$ cat config.mk
export PLATFORM = sky130hd
export DESIGN_NAME = sqrt_fixed_iter
export DESIGN_NICKNAME = d
export VERILOG_FILES = /design/src/rtl/sqrt_pkg.sv /design/src/rtl/sqrt_fixed_iter.sv
export SDC_FILE = /design/constraint.sdc
export NUM_CORES = 1
export LEC_CHECK = 0
export CORE_ASPECT_RATIO = 0.7
export CORE_UTILIZATION = 45
export DETAILED_ROUTE_END_ITERATION = 10
export DONT_BUFFER_PORTS = 1
export SLEW_MARGIN = 20
export SYNTH_ARGS = -nofsm -noshare
export SYNTH_HDL_FRONTEND = slang
export SYNTH_SLANG_ARGS = --single-unit
$ cat constraint.sdc
create_clock -name clk -period 2.4 [get_ports clk]
set_clock_uncertainty 0.2 [all_clocks]
set_input_delay 0.6 -clock clk [delete_from_list [all_inputs] [get_ports clk]]
set_output_delay 0.6 -clock clk [all_outputs]
set_load 0.02 [all_outputs]
$ cat src/rtl/sqrt_pkg.sv
// Shared types and helpers for the digit-by-digit square root and normalise blocks.
// The iteration step works on a wide fixed width so callers of any size can reuse it.
package sqrt_pkg;

   typedef enum logic [1:0] {
      S_IDLE,
      S_CALC,
      S_FINISH,
      S_HOLD
   } sqrt_state_e;

   localparam int unsigned SQRT_MAX_W = 64;

   typedef struct packed {
      logic [SQRT_MAX_W-1:0] rem;
      logic [SQRT_MAX_W-1:0] root;
   } sqrt_step_t;

   function automatic int unsigned sqrt_q_int_b(input int unsigned a_int_b);
      return (a_int_b + 1) / 2;
   endfunction

   // One restoring step: bring in two radicand bits, try (root<<2)|1, keep on success.
   function automatic sqrt_step_t sqrt_step(input logic [SQRT_MAX_W-1:0] rem,
                                            input logic [SQRT_MAX_W-1:0] root,
                                            input logic [1:0]            bits);
      sqrt_step_t            res;
      logic [SQRT_MAX_W-1:0] trial;
      res.rem  = {rem[SQRT_MAX_W-3:0], bits};
      trial    = {root[SQRT_MAX_W-3:0], 2'b01};
      res.root = {root[SQRT_MAX_W-2:0], 1'b0};
      if (res.rem >= trial) begin
         res.rem     = res.rem - trial;
         res.root[0] = 1'b1;
      end
      return res;
   endfunction

endpackage

$ cat src/rtl/sqrt_fixed_iter.sv
// Handshaked fixed-point square root, one root bit per cycle, optional round-to-nearest.
// Carries a user tag alongside each result and flags roots that are exact.
module sqrt_fixed_iter
   import sqrt_pkg::*;
#(
   parameter int unsigned A_INT_B = 8,
   parameter int unsigned A_FP_B  = 4,
   parameter int unsigned Q_FP_B  = 16,
   parameter int unsigned ROUND   = 0,
   parameter int unsigned TAG_W   = 4,
   localparam int unsigned Q_INT_B = sqrt_q_int_b(A_INT_B),
   localparam int unsigned Q_W     = Q_INT_B + Q_FP_B,
   localparam int unsigned N_IT    = Q_W + ROUND
) (
   input  logic                       clk,
   input  logic                       rst_,
   input  logic                       in_valid,
   output logic                       in_ready,
   input  logic [A_INT_B+A_FP_B-1:0]  in_a,
   input  logic [TAG_W-1:0]           in_tag,
   output logic                       out_valid,
   input  logic                       out_ready,
   output logic [Q_W-1:0]             out_q,
   output logic                       out_exact,
   output logic [TAG_W-1:0]           out_tag
);

   localparam int unsigned RAD_W = 2 * N_IT;
   localparam int unsigned REM_W = N_IT + 2;
   localparam int unsigned SHIFT = 2 * Q_FP_B - A_FP_B + 2 * ROUND;
   localparam int unsigned CNT_W = $clog2(N_IT + 1);
   localparam logic [CNT_W-1:0] LAST_IT = CNT_W'(N_IT - 1);

   if (2 * Q_FP_B < A_FP_B) begin : g_bad_cfg
      $error("sqrt_fixed_iter: Q_FP_B must satisfy 2*Q_FP_B >= A_FP_B");
   end

   sqrt_state_e state, state_nxt;

   logic                  accept;
   logic                  a_zero;
   logic [RAD_W-1:0]      rad;
   logic [REM_W-1:0]      rem;
   logic [N_IT-1:0]       root;
   logic [CNT_W-1:0]      cnt;
   sqrt_step_t            step;
   logic [SQRT_MAX_W-REM_W-1:0] rem_hi_unused;
   logic [SQRT_MAX_W-N_IT-1:0]  root_hi_unused;
   logic [REM_W-1:0]      rem_step;
   logic [N_IT-1:0]       root_step;
   logic [Q_W-1:0]        q_final;
   logic                  exact_final;

   assign a_zero = (in_a == '0);
   assign accept = in_valid && in_ready;

   always_comb begin
      step = sqrt_step(SQRT_MAX_W'(rem), SQRT_MAX_W'(root), rad[RAD_W-1 -: 2]);
   end

   assign {rem_hi_unused, rem_step}   = step.rem;
   assign {root_hi_unused, root_step} = step.root;

   // The extra guard bit decides rounding; a carry out of the top saturates.
   if (ROUND != 0) begin : g_round
      logic [Q_W:0] sum;
      assign sum         = {1'b0, root[N_IT-1:1]} + {{Q_W{1'b0}}, root[0]};
      assign q_final     = sum[Q_W] ? '1 : sum[Q_W-1:0];
      assign exact_final = (rem == '0) && !root[0];
   end else begin : g_trunc
      assign q_final     = root;
      assign exact_final = (rem == '0);
   end

   always_ff @(posedge clk or negedge rst_) begin
      if (!rst_) begin
         state <= S_IDLE;
      end else begin
         state <= state_nxt;
      end
   end

   // A zero radicand skips CALC but still passes through FINISH, giving one cycle of latency.
   always_comb begin
      state_nxt = state;
      in_ready  = 1'b0;
      out_valid = 1'b0;
      case (state)
         S_IDLE: begin
            in_ready = 1'b1;
            if (in_valid) state_nxt = a_zero ? S_FINISH : S_CALC;
         end
         S_CALC: begin
            if (cnt == LAST_IT) state_nxt = S_FINISH;
         end
         S_FINISH: begin
            state_nxt = S_HOLD;
         end
         S_HOLD: begin
            out_valid = 1'b1;
            in_ready  = out_ready;
            if (out_ready) begin
               if (!in_valid) state_nxt = S_IDLE;
               else           state_nxt = a_zero ? S_FINISH : S_CALC;
            end
         end
         default: state_nxt = S_IDLE;
      endcase
   end

   always_ff @(posedge clk or negedge rst_) begin
      if (!rst_) begin
         rad       <= '0;
         rem       <= '0;
         root      <= '0;
         cnt       <= '0;
         out_q     <= '0;
         out_exact <= 1'b0;
         out_tag   <= '0;
      end else begin
         if (accept) begin
            rad     <= RAD_W'(in_a) << SHIFT;
            rem     <= '0;
            root    <= '0;
            cnt     <= '0;
            out_tag <= in_tag;
         end else if (state == S_CALC) begin
            rad  <= rad << 2;
            rem  <= rem_step;
            root <= root_step;
            cnt  <= cnt + 1'b1;
         end
         if (state == S_FINISH) begin
            out_q     <= q_final;
            out_exact <= exact_final;
         end
      end
   end

endmodule

==> impl_results.rst, run 1 <==
.. list-table::
   :header-rows: 1

   * - Metric
     - Value
   * - Critical Path RT
     - 2420 ps
   * - Remaining max-slew budget at the tightest pin
     - 52.4%
   * - Crit. End Element
     - register
   * - Global Route Usage Sum
     - 25.5%
   * - Post-Synthesis Cell Area
     - 5150 um2
   * - Global-route congestion overflow total
     - 0
   * - Hold Fails Final Rpt
     - 86
   * - Critical path's top delay family
     - compound AO/OA/AOI/OAI gates
   * - Upper clock frequency limit
     - 377 MHz
   * - RSZ-0062 raised after global routing
     - true
   * - Transition time of the tightest slew-check pin
     - 711 ps
   * - Ant diodes
     - 0
   * - Nets@finish
     - 704
   * - Largest incremental delay on the critical path
     - 420 ps
   * - Inserted Clock Buffers
     - 9
   * - CTS root buffer
     - clkbuf_16
   * - Pre-CTS worst setup slack
     - -327 ps
   * - Arrival @ worst endpoint
     - 2670 ps
   * - Number of clock sinks seen by CTS
     - 86
   * - Sum of negative setup slack
     - -3140 ps
   * - CTS clk-pin slew, worst paths
     - 70 ps
   * - Element type at the critical path start
     - register
   * - Gate count after technology mapping
     - 540
   * - Maximum number of pins on one net before global-route repair
     - 87
   * - Die outline height
     - 91.5 um
   * - Path category of the worst min-delay check
     - primary input to async pin
   * - Number of DRC markers after the initial detailed-route iteration
     - 356
   * - DRC Markers
     - 0
   * - Area after detailed placement
     - 6180 um2
   * - Sequential area share after synthesis
     - 41.8%
   * - Synthesized Nets
     - 587
   * - Max Fanout on Critical Path
     - 5
   * - Starting Density
     - 46.5%
   * - Main synth FF type
     - dfrtp_1
   * - Half-perimeter wire length of the detailed placement result
     - 10,100 um
   * - Number of antenna violations at the first check in global routing
     - 0
   * - Number of buffer and inverter stages on the critical path
     - 1
   * - GPL Wtd Cong
     - 0.916
   * - IO Port Bufs
     - 0
   * - Average detailed-routed wire length per instance
     - 18.0 um
   * - Cell area after layout
     - 7010 um2
   * - Latest clock arrival within the worst-skew pair
     - 340 ps
   * - Standard cell core area
     - 11,100 um2
   * - Vias per cell
     - 5.62
   * - CTS max path bufs
     - 2
   * - Number of distinct library cells after synthesis
     - 58
   * - Layout overhead on the synthesized area
     - 36.0%
   * - Share of flip-flops with an asynchronous set or reset after synthesis
     - 100%
   * - First-pass GRT wire length
     - 23,200 um
   * - Number of flip-flops and latches in the synthesized netlist
     - 86
   * - Final setup violation count
     - 23
   * - Highest-delay cell along the critical path
     - dfrtp_1
   * - Hold WS
     - -247 ps
   * - Worst-path cell chain
     - ha_4, a21o_1, a21o_1, a221o_1, o21bai_4, buf_6, a31o_4, mux2i_1, a21oi_1
   * - Share of final-layout standard cells stronger than drive strength 1
     - 37.2%
   * - Final period demand of the worst path
     - 2650 ps
   * - CTS H-Tree Depth
     - 3
   * - Number of warnings reported in the yosys synthesis log
     - 0
   * - Total count of max-transition violations in the final report
     - 0
   * - EDFF count, synth
     - 0
   * - Top-Level Pins
     - 47
   * - Via count
     - 4,577
   * - Number of nets still failing antenna checks after routing
     - 0
   * - Wire length reported by the detailed router
     - 14,700 um
   * - Die outline area
     - 11,900 um2
   * - Average cell area after synthesis
     - 9.54 um2
   * - Most Frequent Cell on Critical Path
     - a21o_1
   * - # rows
     - 32
   * - Overall die width
     - 130 um
   * - Max-Cap Viols
     - 0
   * - Classification of the worst setup path
     - register to register
   * - CTS tree
     - built
   * - Number of detailed-route iterations in the first pass
     - 5
   * - Failing checks
     - hold timing, setup timing
   * - Layout Utilization
     - 63.2%
   * - Number of global-route vias before repair
     - 4,484
   * - Outcome
     - finished with violations
   * - Final period utilization
     - 111%
   * - Slack of the critical path
     - -253 ps
[final timing paths]
kind,end,cells after the start,from,slack [ps]
setup / recovery,rem[9]$_DFFE_PN0P_,9,rem[15]$_DFFE_PN0P_,-250
hold / removal,rem[11]$_DFFE_PN0P_,0,rst_,-250
setup reg to reg,rem[9]$_DFFE_PN0P_,9,rem[15]$_DFFE_PN0P_,-250
hold reg to reg,rad[28]$_DFFE_PN0P_,2,rad[28]$_DFFE_PN0P_,340
max in group asynchronous,rad[33]$_DFFE_PN0P_,0,rst_,2080
min in group clk,out_tag[1]$_DFFE_PN0P_,2,in_tag[1],160
[sequential cells by signal (all words and copies together) (netlist names)]
register	flops
out_q	20
q_final	20
rad	12
out_tag	4
rem	22
out_exact	1
cnt	5
state	2
[cell usage after synthesis, types with 2 or more instances]
master	number	area (um2)
mux2_2	21	236
xor2_1	12	105
dfrtp_1	86	2150
mux2i_1	46	460
nor4_1	8	50.1
nand4_1	5	31.3
and3_1	3	18.8
inv_1	31	116
nor3_1	8	40.0
ha_1	27	338
o31ai_1	2	15.0
buf_1	4	15.0
nor2_1	47	176
or3_1	2	12.5
nand2b_1	3	18.8
o211ai_1	6	45.0
o21a_1	3	22.5
xnor2_1	8	70.1
nor3b_1	2	15.0
nand2_1	53	199
a21o_1	7	52.6
a31oi_1	9	56.3
o22ai_1	3	18.8
a21oi_1	38	190
clkbuf_1	18	67.6
buf_6	4	45.0
a211oi_1	4	30.0
o21ai_0	41	205
o21bai_1	2	15.0
nand3_1	7	35.0
or2_2	3	18.8
[through the flow]
| stage | instances | hold WS, ps |
|---|---|---|
| global placement | 784 | 107 |
| floorplan | 540 | 104 |
| detailed placement | 784 | 106 |
| global route | 815 | -264 |
| CTS | 809 | -256 |
| finish | 815 | -247 |
[cells in the final DEF (no fill, tap or decap), drive strengths merged, types with 6 or more instances in the layout]
| master | Yosys | layout |
|---|---|---|
| a21oi | 38 | 38 |
| mux2i | 46 | 46 |
| xor2 | 12 | 12 |
| nor4 | 8 | 8 |
| nand3 | 7 | 7 |
| nor2 | 47 | 47 |
| a31oi | 10 | 10 |
| buf | 9 | 130 |
| o211ai | 6 | 6 |
| clkbuf | 18 | 10 |
| ha | 27 | 27 |
| a21o | 7 | 7 |
| dfrtp | 86 | 86 |
| xnor2 | 8 | 8 |
| nand2 | 54 | 54 |
| mux2 | 21 | 21 |
| o21ai | 42 | 42 |
| inv | 31 | 35 |
| nor3 | 8 | 8 |
[layout make-up]
type,instances,area [um2]
timing repair buffer,130,1040
clock buffer,10,229
clock inverter,6,75.1
sequential,86,2150
multi-input combinational,398,3200
tap,153,191
fill,877,4080
inverter,32,120
[per-layer routing]
| metal | share of wire [%] | global-route usage (%) |
|---|---|---|
| met4 | 1.4 | 7.17 |
| met2 | 43 | 36.3 |
| met1 | 49 | 38.9 |
| met3 | 7.6 | 5.07 |
| met5 | 0 | 0 |
[cell families after synthesis]
| group | synth area share, % |
|---|---|
| AOI/OAI and AO/OA | 17.5 |
| and+or+nand+nor | 12.4 |
| muxes | 13.5 |
| DFF | 41.8 |
| buffers and inverters | 4.95 |
| adders and majority gates | 6.55 |
| xor gates and xnor gates | 3.40 |
[repair_timing]
item,4_1_cts,5_1_grt
endpoints found under the setup margin,24,24
endpoints found under the hold margin,86,86
resized for setup,37,48
pin swaps,20,28
buffers inserted,8,7
cloned,2,1
[worst reg2reg max path, delay by kind of cell, from the launching register on]
family | cells | cell delay (ps)
adder cells (fa/ha/maj) | 1 | 260
AO/OA/AOI/OAI | 6 | 1310
multiplexers | 1 | 190
flip-flops | 1 | 420
buffers and inverters | 1 | 140
Power of run 1 is not shown: default switching activity piles up to over one toggle a cycle in this logic, so the estimate is an artifact.
==> run 2, diff against run 1 <==
==> constraint.sdc (replaced) <==
create_clock -name clk -period 3.3 [get_ports clk]
set_clock_uncertainty 0.2 [all_clocks]
set_input_delay 0.825 -clock clk [delete_from_list [all_inputs] [get_ports clk]]
set_output_delay 0.825 -clock clk [all_outputs]
set_load 0.02 [all_outputs]
==> run 2 against run 1 <==
The run now ends clean. Sequential share of layout area up 7.5 points. Core utilization down 12 points. Global-route usage down 3.3 points. Register-to-register slack better by 620 ps. Clock-buffer cell count unchanged. Sequential cell count unchanged. Final cell count down 15%. Wire length down 18%. Critical path depth unchanged. Setup slack better by 620 ps. Die area unchanged. Hold slack better by 430 ps. Largest cell class unchanged.
==> impl_results.rst, run 2 (same netlist as run 1, synthesis figures left out) <==
.. list-table::
   :header-rows: 1

   * - Metric
     - Value
   * - Outcome
     - finished, final reports clean
   * - # fillers
     - 1,029 (+17%)
   * - Worst reg2reg setup slack
     - 370 ps (+620 ps)
   * - Upper clock frequency limit
     - 341 MHz (-9.6%)
   * - Maximum number of pins on one net before global-route repair
     - 87 (unchanged)
   * - Latest clock arrival within the worst-skew pair
     - 340 ps (about the same)
   * - Overall die width
     - 130 um (unchanged)
   * - Worst-path cell chain
     - inv_1, ha_1, a21oi_1, o21ai_0, a221o_1, o21bai_4, a31o_4, nand3_1, a311oi_2
   * - Number of nets still failing antenna checks after routing
     - 0 (unchanged)
   * - Timing startpoint of the critical path
     - q_final[11]$_DFFE_PN0P_
   * - Die outline height
     - 91.5 um (unchanged)
   * - Inserted Clock Buffers
     - 9 (unchanged)
   * - Endpoint of the lowest-slack register-to-register path
     - rem[20]$_DFFE_PN0P_
   * - Vias per cell
     - 5.67 (+0.88%)
   * - Arrival @ worst endpoint
     - 2980 ps (+310 ps)
   * - Crit. End Element
     - register
   * - Critical Path End
     - rem[20]$_DFFE_PN0P_
   * - Total count of max-transition violations in the final report
     - 0 (unchanged)
   * - Share of final-layout standard cells stronger than drive strength 1
     - 10.8% (-26 points)
   * - Standard cell core area
     - 11,100 um2 (unchanged)
   * - Number of post-CTS setup repair buffers
     - 0 (-8)
   * - Half-perimeter wire length of the detailed placement result
     - 8570 um (-15%)
   * - Global Route Usage Sum
     - 22.2% (-3.3 points)
   * - CTS max path bufs
     - 2 (unchanged)
   * - RSZ-0062 raised after global routing
     - false
   * - FF-to-FF Start
     - q_final[11]$_DFFE_PN0P_
   * - Ant diodes
     - 0 (unchanged)
   * - Number of detailed-route iterations in the first pass
     - 5 (unchanged)
   * - Average detailed-routed wire length per instance
     - 17.5 um (-3.2%)
   * - Number of antenna violations at the first check in global routing
     - 0 (unchanged)
   * - # rows
     - 32 (unchanged)
   * - Most common cell after layout, fill and taps aside
     - dfrtp_1
   * - Transition time of the tightest slew-check pin
     - 491 ps (-220 ps)
   * - Commonest cells after routing, fill and taps aside
     - 86 x dfrtp_1, 53 x nand2_1, 47 x nor2_1
   * - Max reg flops
     - 22 (unchanged)
   * - Reg2reg path depth
     - 9 (unchanged)
   * - Top-Level Pins
     - 47 (unchanged)
   * - Via count
     - 3,909 (-15%)
   * - Highest-delay cell along the critical path
     - o21ai_0
   * - First-pass GRT wire length
     - 20,200 um (-13%)
   * - Max-Cap Viols
     - 0 (unchanged)
   * - Sum of negative setup slack
     - 0 ps (+3140 ps)
   * - Wire length reported by the detailed router
     - 12,100 um (-18%)
   * - Max Fanout on Critical Path
     - 21 (+16)
   * - CTS clk-pin slew, worst paths
     - 60 ps (about the same)
   * - CTS root buffer
     - clkbuf_16
   * - Remaining max-slew budget at the tightest pin
     - 66.9% (+15 points)
   * - Final period demand of the worst path
     - 2930 ps (+282 ps)
   * - Element type at the critical path start
     - register
   * - Hold Fails Final Rpt
     - 0 (-100%)
   * - CTS H-Tree Depth
     - 3 (unchanged)
   * - CTS tree
     - built
   * - Classification of the worst setup path
     - register to register
   * - Final setup violation count
     - 0 (-100%)
   * - Nets@finish
     - 579 (-18%)
   * - Number of global-route vias before repair
     - 3,781 (-16%)
   * - Reg with most FFs
     - rem
   * - Largest incremental delay on the critical path
     - 430 ps (about the same)
   * - Number of clock sinks seen by CTS
     - 86 (unchanged)
   * - Critical Path RT
     - 3350 ps (+930 ps)
   * - Global-route congestion overflow total
     - 0 (unchanged)
   * - Starting Density
     - 46.5% (unchanged)
   * - DRC Markers
     - 0 (unchanged)
   * - Layout overhead on the synthesized area
     - 9.32%
   * - Final period utilization
     - 88.9% (-22 points)
   * - GPL Wtd Cong
     - 0.900 (-1.7%)
   * - Die outline area
     - 11,900 um2 (unchanged)
   * - Number of DRC markers after the initial detailed-route iteration
     - 226 (-37%)
   * - IO Port Bufs
     - 0 (unchanged)
   * - Path category of the worst min-delay check
     - primary input to async pin
## run 2: layer usage
| layer | vias to the layer above | global-route usage, % | part of all wire [%] |
|---|---|---|---|
| li1 | 1906 | - | - |
| met1 | 1904 | 34.7 | 53 |
| met2 | 83 | 30.3 | 41 |
| met3 | 16 | 4.54 | 4.8 |
| met4 | 0 | 6.20 | 1.5 |
| met5 | - | 0 | 0 |
## run 2: layout make-up
cell class                      instances  area, um2  area share (%)
Inverter                               32        120            2.13
Clock buffer                           10        229            4.06
Tap cell                              153        191            3.40
Timing Repair Buffer                    8       80.1            1.42
Multi-Input combinational cell        395       2770            49.1
Sequential cell                        86       2150            38.2
Clock inverter                          6       92.6            1.64
## run 2: worst min-delay path by stage
stage,from,end,slack (ps),cells past startpoint
2_1_floorplan,q_final[19]$_DFFE_PN0P_,out_q[19]$_DFFE_PN0P_,300,1
3_3_place_gp,rst_,rem[14]$_DFFE_PN0P_,330,0
3_5_place_dp,rst_,rem[12]$_DFFE_PN0P_,330,0
4_1_cts,rst_,rem[19]$_DFFE_PN0P_,210,1
5_1_grt,rst_,out_q[12]$_DFFE_PN0P_,220,1
6_report,rst_,q_final[11]$_DFFE_PN0P_,180,1
## run 2: what timing repair did
item,in CTS,in global routing
endpoints found under the hold margin,86,0
hold buffers,1,0
endpoints found under the setup margin,0,4
gates resized for setup,0,1
## run 2: through the flow
stage               cell area [um2]  instances  hold WS [ps]  utilization (%)  setup slack (ps)
finish                         5630        690           183             50.8               365
global route                   5630        690           218             50.8              98.5
CTS                            5630        690           211             50.8               185
detailed placement             5280        673           331             47.6               200
global placement               5280        673           328             47.6               222
floorplan                      5150        540           301                -               652
## run 2: worst max-delay path: cells and delay by family (launching register included)
family | cells | cell delay [ps]
compound gates | 6 | 1660
flops | 1 | 420
fa+ha+maj | 1 | 360
simple gates | 1 | 140
buf+inv | 1 | 60
Power of run 2 is left out for the same reason.
